$ cat config.mk
export PLATFORM = sky130hd
export DESIGN_NAME = jogador_automatico_flat
export DESIGN_NICKNAME = d
export VERILOG_FILES = /design/src/rtl/jogador_automatico_if.sv /design/src/rtl/jogador_automatico.sv /design/src/flat_wrapper.sv
export SDC_FILE = /design/constraint.sdc
export NUM_CORES = 1
export LEC_CHECK = 0
export CAP_MARGIN = 20
export CORE_MARGIN = 8
export CORE_UTILIZATION = 60
export DETAILED_ROUTE_END_ITERATION = 16
export PLACE_DENSITY = 0.83
export REMOVE_ABC_BUFFERS = 1
export SYNTH_ARGS = -nofsm -noshare
export SYNTH_HDL_FRONTEND = slang
export SYNTH_SLANG_ARGS = --single-unit
$ cat constraint.sdc
create_clock -name clk -period 3.4 [get_ports clk]
set_clock_uncertainty 0.05 [all_clocks]
set_input_delay 0.34 -clock clk [delete_from_list [all_inputs] [get_ports clk]]
set_output_delay 0.34 -clock clk [all_outputs]
set_load 0.05 [all_outputs]
$ cat src/rtl/jogador_automatico_if.sv
// Bus between the memory-game automatic player and its surroundings.
// master drives the player's inputs (bench / game glue); slave is the player itself.
interface jogador_automatico_if #(
    parameter int ADDR_W = 4
);
    logic [3:0]        leds_i;
    logic              gravar_i;
    logic              limpa_i;
    logic              reproduzir_i;
    logic              injeta_erro_i;
    logic [ADDR_W-1:0] erro_pos_i;
    logic [3:0]        botoes_o;
    logic              ocupado_o;
    logic              fim_o;
    logic              cheio_o;
    logic [ADDR_W:0]   db_quantidade_o;
    logic [3:0]        db_estado_o;

    modport master (
        output leds_i, gravar_i, limpa_i, reproduzir_i, injeta_erro_i, erro_pos_i,
        input  botoes_o, ocupado_o, fim_o, cheio_o, db_quantidade_o, db_estado_o
    );

    modport slave (
        input  leds_i, gravar_i, limpa_i, reproduzir_i, injeta_erro_i, erro_pos_i,
        output botoes_o, ocupado_o, fim_o, cheio_o, db_quantidade_o, db_estado_o
    );
endinterface

$ cat src/rtl/jogador_automatico.sv
// Automatic player for the memory game: records symbols shown on the leds and
// replays them on botoes with fixed press/gap timing, optionally corrupting one.
module jogador_automatico #(
    parameter int DEPTH        = 16,
    parameter int ADDR_W       = 4,
    parameter int PRESS_CYCLES = 5,
    parameter int GAP_CYCLES   = 5
) (
    input logic              clk,
    input logic              rst,
    jogador_automatico_if.slave bus
);
    typedef enum logic [1:0] {
        IDLE      = 2'd0,
        PRESSIONA = 2'd1,
        SOLTA     = 2'd2,
        FIM       = 2'd3
    } estado_t;

    localparam int MAX_CYCLES = (PRESS_CYCLES > GAP_CYCLES) ? PRESS_CYCLES : GAP_CYCLES;
    localparam int TIMER_W    = $clog2(MAX_CYCLES + 1);

    localparam logic [TIMER_W-1:0] PRESS_LAST = TIMER_W'(PRESS_CYCLES - 1);
    localparam logic [TIMER_W-1:0] GAP_LAST   = TIMER_W'(GAP_CYCLES - 1);
    localparam logic [ADDR_W:0]    FULL_QTD   = (ADDR_W + 1)'(DEPTH);

    estado_t             estado_q, estado_d;
    logic [TIMER_W-1:0]  timer_q, timer_d;
    logic [ADDR_W:0]     index_q, index_d;
    logic [ADDR_W:0]     quantidade_q, quantidade_d;
    logic [3:0]          leds_prev_q;
    logic [3:0]          botoes_q, botoes_d;
    logic                ocupado_q, ocupado_d;
    logic                fim_q, fim_d;

    logic [3:0]          mem [DEPTH];
    logic                wr_en;
    logic                cheio;
    logic [3:0]          mem_rd;
    logic [3:0]          sym;

    assign cheio  = (quantidade_q == FULL_QTD);
    assign mem_rd = mem[index_q[ADDR_W-1:0]];
    // Rotate-left keeps a zero symbol at zero, so an empty slot can never turn into a press.
    assign sym    = (bus.injeta_erro_i && (index_q[ADDR_W-1:0] == bus.erro_pos_i))
                  ? {mem_rd[2:0], mem_rd[3]} : mem_rd;

    always_comb begin
        // NOTE: every signal gets a default before the case so no path leaves it unassigned (no latches).
        estado_d     = estado_q;
        timer_d      = timer_q;
        index_d      = index_q;
        quantidade_d = quantidade_q;
        wr_en        = 1'b0;
        botoes_d     = 4'd0;
        ocupado_d    = (estado_q == PRESSIONA) || (estado_q == SOLTA);
        fim_d        = (estado_q == FIM);

        case (estado_q)
            IDLE: begin
                if (bus.limpa_i) begin
                    quantidade_d = '0;
                end else if (bus.reproduzir_i) begin
                    index_d  = '0;
                    timer_d  = '0;
                    estado_d = (quantidade_q == '0) ? FIM : PRESSIONA;
                end else if (bus.gravar_i && (bus.leds_i != 4'd0) && (leds_prev_q == 4'd0)
                             && !cheio) begin
                    wr_en        = 1'b1;
                    quantidade_d = quantidade_q + 1'b1;
                end
            end
            PRESSIONA: begin
                botoes_d = sym;
                if (timer_q == PRESS_LAST) begin
                    timer_d  = '0;
                    estado_d = SOLTA;
                end else begin
                    timer_d = timer_q + 1'b1;
                end
            end
            SOLTA: begin
                if (timer_q == GAP_LAST) begin
                    timer_d  = '0;
                    index_d  = index_q + 1'b1;
                    estado_d = ((index_q + 1'b1) == quantidade_q) ? FIM : PRESSIONA;
                end else begin
                    timer_d = timer_q + 1'b1;
                end
            end
            FIM: begin
                estado_d = IDLE;
            end
            default: begin
                estado_d = IDLE;
            end
        endcase
    end

    // NOTE: sequential state uses non-blocking assignments so every register sees pre-edge values.
    always_ff @(posedge clk or posedge rst) begin
        if (rst) begin
            estado_q     <= IDLE;
            timer_q      <= '0;
            index_q      <= '0;
            quantidade_q <= '0;
            leds_prev_q  <= 4'd0;
            botoes_q     <= 4'd0;
            ocupado_q    <= 1'b0;
            fim_q        <= 1'b0;
        end else begin
            estado_q     <= estado_d;
            timer_q      <= timer_d;
            index_q      <= index_d;
            quantidade_q <= quantidade_d;
            leds_prev_q  <= bus.leds_i;
            botoes_q     <= botoes_d;
            ocupado_q    <= ocupado_d;
            fim_q        <= fim_d;
        end
    end

    // NOTE: the symbol buffer is deliberately not reset; quantidade_q alone says what is valid.
    always_ff @(posedge clk) begin
        if (wr_en) begin
            mem[quantidade_q[ADDR_W-1:0]] <= bus.leds_i;
        end
    end

    assign bus.botoes_o        = botoes_q;
    assign bus.ocupado_o       = ocupado_q;
    assign bus.fim_o           = fim_q;
    assign bus.cheio_o         = cheio;
    assign bus.db_quantidade_o = quantidade_q;
    assign bus.db_estado_o     = {2'b00, estado_q};
endmodule
$ cat src/flat_wrapper.sv
// flat-port wrapper written by rule: the top's interface ports become plain ports
module jogador_automatico_flat 
#(
    parameter int DEPTH        = 16,
    parameter int ADDR_W       = 4,
    parameter int PRESS_CYCLES = 5,
    parameter int GAP_CYCLES   = 5
)
  (clk, rst, bus_leds_i, bus_gravar_i, bus_limpa_i, bus_reproduzir_i, bus_injeta_erro_i, bus_erro_pos_i, bus_botoes_o, bus_ocupado_o, bus_fim_o, bus_cheio_o, bus_db_quantidade_o, bus_db_estado_o);
  jogador_automatico_if #(.ADDR_W(ADDR_W)) bus_i ();
  input logic clk;
  input logic rst;
  input wire logic [$bits(bus_i.leds_i)-1:0] bus_leds_i;
  input wire logic [$bits(bus_i.gravar_i)-1:0] bus_gravar_i;
  input wire logic [$bits(bus_i.limpa_i)-1:0] bus_limpa_i;
  input wire logic [$bits(bus_i.reproduzir_i)-1:0] bus_reproduzir_i;
  input wire logic [$bits(bus_i.injeta_erro_i)-1:0] bus_injeta_erro_i;
  input wire logic [$bits(bus_i.erro_pos_i)-1:0] bus_erro_pos_i;
  output wire logic [$bits(bus_i.botoes_o)-1:0] bus_botoes_o;
  output wire logic [$bits(bus_i.ocupado_o)-1:0] bus_ocupado_o;
  output wire logic [$bits(bus_i.fim_o)-1:0] bus_fim_o;
  output wire logic [$bits(bus_i.cheio_o)-1:0] bus_cheio_o;
  output wire logic [$bits(bus_i.db_quantidade_o)-1:0] bus_db_quantidade_o;
  output wire logic [$bits(bus_i.db_estado_o)-1:0] bus_db_estado_o;
  assign bus_i.leds_i = bus_leds_i;
  assign bus_i.gravar_i = bus_gravar_i;
  assign bus_i.limpa_i = bus_limpa_i;
  assign bus_i.reproduzir_i = bus_reproduzir_i;
  assign bus_i.injeta_erro_i = bus_injeta_erro_i;
  assign bus_i.erro_pos_i = bus_erro_pos_i;
  assign bus_botoes_o = bus_i.botoes_o;
  assign bus_ocupado_o = bus_i.ocupado_o;
  assign bus_fim_o = bus_i.fim_o;
  assign bus_cheio_o = bus_i.cheio_o;
  assign bus_db_quantidade_o = bus_i.db_quantidade_o;
  assign bus_db_estado_o = bus_i.db_estado_o;
  jogador_automatico #(.DEPTH(DEPTH), .ADDR_W(ADDR_W), .PRESS_CYCLES(PRESS_CYCLES), .GAP_CYCLES(GAP_CYCLES)) u_core (.clk(clk), .rst(rst), .bus(bus_i));
endmodule
==> impl_metrics.yaml <==
placement:
  preCtsSetupSlack_ns: 0.612
  dpl.hpwl_mm: 5.48
  routabilityCongestion: 0.777
  numPortBuffers: 27
power:
  power_switching_uw: 980
  swShare: 0.343
  p_leak_uw: 0.00162
  vdd_drop_max_mv: 0.304
  internal_power_uw: 1880
  pwr-share-clk: 0.232
  seq_power_share: 0.469
  combPwrFrac: 0.300
  p_per_area_mw_per_mm2: 626
yosys:
  synth_edf_count: 64
  yosysWarnings: 0
  synth-async-reset-ratio: 0.281
  ys_types: 43
  ys.flop_type: "edfxtp_1"
  synthCells: 278
  syn_avg_cell_area_um2: 14.7
  synth_seq_area_share: 0.622
  syn_area_mm2: 0.00409
  synth_seq_cells: 89
floorplanning:
  num_rows: 30
  core_area_mm2: 0.00668
  die_h_um: 98.6
  io_pins: 30
  die_x_um: 98.6
  dieArea_mm2: 0.00972
  start_util: 0.613
worst_setup_path:
  path_max_fanout: 6
  startpoint_type: "register"
  critPathCaptureType: "primary output"
  critPathRequiredTime_ns: 3.01
  cp.arrival_ns: 2.33
  r2r-start: "u_core.bus.db_quantidade_o[2]"
  critPathKind: "reg2out"
  crit_start: "u_core.bus.db_quantidade_o[0]"
global_routing:
  grt-ovfl-total: 0
  grt_use_total: 0.169
  grt_pass1_vias: 2342
  grt_pass1_wl_mm: 12.4
  grt_max_degree: 27
  antenna_found_initial: 0
timing:
  worst_pin_slew_ns: 0.965
  rsz0062_at_grt: "false"
  fin_crit_ns: 2.72
  finalCritPeriodShare: 0.801
  relSlewSlack: 0.356
  hold_viol_final: 0
  worst_slack_ns: 0.677
  fmax_ghz: 0.367
  setup_violations: 0
  slew_viol_final: 0
  timing.hold.ws_ns: 0.441
  tns_ns: 0
finish:
  layout.nets: 334
  syn2layout_area_growth_pct: 11.5
  layout-drive-gt1-share: 0.105
  antennaDiodeCount: 0
status:
  outcome: "finished clean"
clock_tree:
  numClockSinks: 89
  cts_buffers: 9
  cts_tree: "done"
  clock_path_buffers: 2
  clk_pin_slew_ns: 0.09
  clkLatencyLatePin_ns: 0.36
  cts_setup_buffers: 0
  cts_resized: 0
  clock-root-buffer: "clkbuf_8"
  htree_levels: 3
  ctsHoldBuffers: 0
detailed_routing:
  viasPerCell: 5.97
  drtIter0Drc: 182
  vias: 2354
  wl_per_cell_um: 19.6
  drc: 0
  detail-route-antenna-nets: 0
  drt-pass1-iter-count: 4
  drt_wl_total_mm: 7.72
run:
  drv_cap: 0
min_path:
  timing.hold.worst.class: "in2async"
==> worst paths after layout <==
| path | slack (ns) | end | depth (start not counted) |
|---|---|---|---|
| max | 0.68 | bus_cheio_o | 4 |
| min | 0.44 | u_core.bus.db_quantidade_o[2] | 2 |
| max reg2reg | 0.71 | u_core.mem[0][2] | 5 |
| min reg2reg | 0.49 | u_core.timer_q[1] | 1 |
| max in group asynchronous | 2.27 | u_core.bus.botoes_o[1] | 2 |
| min in group clk | 0.49 | u_core.timer_q[1] | 1 |
==> cells in the final DEF (no fill, tap or decap), drive strengths merged, types with 2 or more instances in the layout <==
master / count
nor2b: 2
xor2: 5
mux2i: 13
o21ai: 19
edfxtp: 64
and2: 2
clkinv: 3
nand2: 17
conb: 2
nand2b: 3
nor4: 3
nor2: 25
dfrtp: 25
nor3: 7
nand3: 9
a22o: 5
clkbuf: 9
clkdlybuf4s50: 27
buf: 6
xnor2: 6
ha: 11
a22oi: 4
inv: 16
mux4: 16
==> metrics by stage <==
| step | std cells | instance area (um2) | utilization | total power (uW) |
|---|---|---|---|---|
| 2_1_floorplan | 265 | 3970 | - | 1960 |
| 3_3_place_gp | 378 | 4390 | 0.656 | 2190 |
| 3_5_place_dp | 378 | 4390 | 0.656 | 2220 |
| 4_1_cts | 394 | 4560 | 0.683 | 2880 |
| 5_1_grt | 394 | 4560 | 0.683 | 3000 |
| 6_report | 394 | 4560 | 0.683 | 2860 |
==> area by class of cell <==
class,instances,area (um2)
fill,468,2120
clock inverter,7,53.8
clock buffer,9,124
tap,80,100
sequential,89,2550
multi-input combinational,163,1370
inverter,13,48.8
timing repair buffer,33,315
==> cell usage after synthesis (5+ instances only) <==
| master | number | share of area |
|---|---|---|
| xor2_1 | 5 | 0.011 |
| mux4_1 | 10 | 0.064 |
| mux2i_1 | 13 | 0.032 |
| a22o_1 | 5 | 0.011 |
| inv_1 | 13 | 0.012 |
| o21ai_0 | 18 | 0.022 |
| dfrtp_1 | 25 | 0.15 |
| clkbuf_1 | 5 | 0.0046 |
| mux4_2 | 6 | 0.033 |
| nand2_1 | 17 | 0.016 |
| nand3_1 | 8 | 0.0098 |
| nor2_1 | 25 | 0.023 |
| nor3_1 | 6 | 0.0073 |
| edfxtp_1 | 64 | 0.47 |
| xnor2_1 | 6 | 0.013 |
| ha_1 | 11 | 0.034 |
==> layer usage <==
layer	routed length (um)	vias up	global-route usage
met1	3470	1170	0.208
met4	180	0	0.0720
met2	3690	64	0.271
li1	-	1107	-
met5	0	-	0
met3	375	13	0.0514
==> power groups by stage <==
| stage | Clock [uW] | Sequential [uW] | Combinational, uW |
|---|---|---|---|
| 5_1_grt | 713 | 1360 | 926 |
| 3_5_place_dp | 0 | 1370 | 855 |
| 2_1_floorplan | 0 | 1490 | 477 |
| 6_report | 662 | 1340 | 856 |
| 3_3_place_gp | 0 | 1360 | 836 |
| 4_1_cts | 679 | 1340 | 857 |
==> sequential cells by signal, summed over array words and instances (netlist names) <==
signal / flops
u_core.bus.botoes_o: 4
u_core.index_q: 5
u_core.bus.ocupado_o: 1
u_core.leds_prev_q: 4
u_core.timer_q: 3
u_core.estado_q: 2
u_core.bus.db_quantidade_o: 5
u_core.bus.fim_o: 1
u_core.mem: 64
==> cells by family after synthesis <==
family,after synthesis,synth area share
xor+xnor,11,0.0235
mux,30,0.132
flops,89,0.622
compound gates,37,0.0590
other cells,1,0.000916
fa+ha+maj,11,0.0336
buf+inv,27,0.0428
simple gates,72,0.0859
==> critical path, stage by stage (launching register included) <==
cell and delay [ns]:
dfrtp_1 0.47, inv_1 0.15, ha_1 0.22, and3_1 0.28, clkdlybuf4s50_1 0.85
Power figures use the tool's default switching activity.
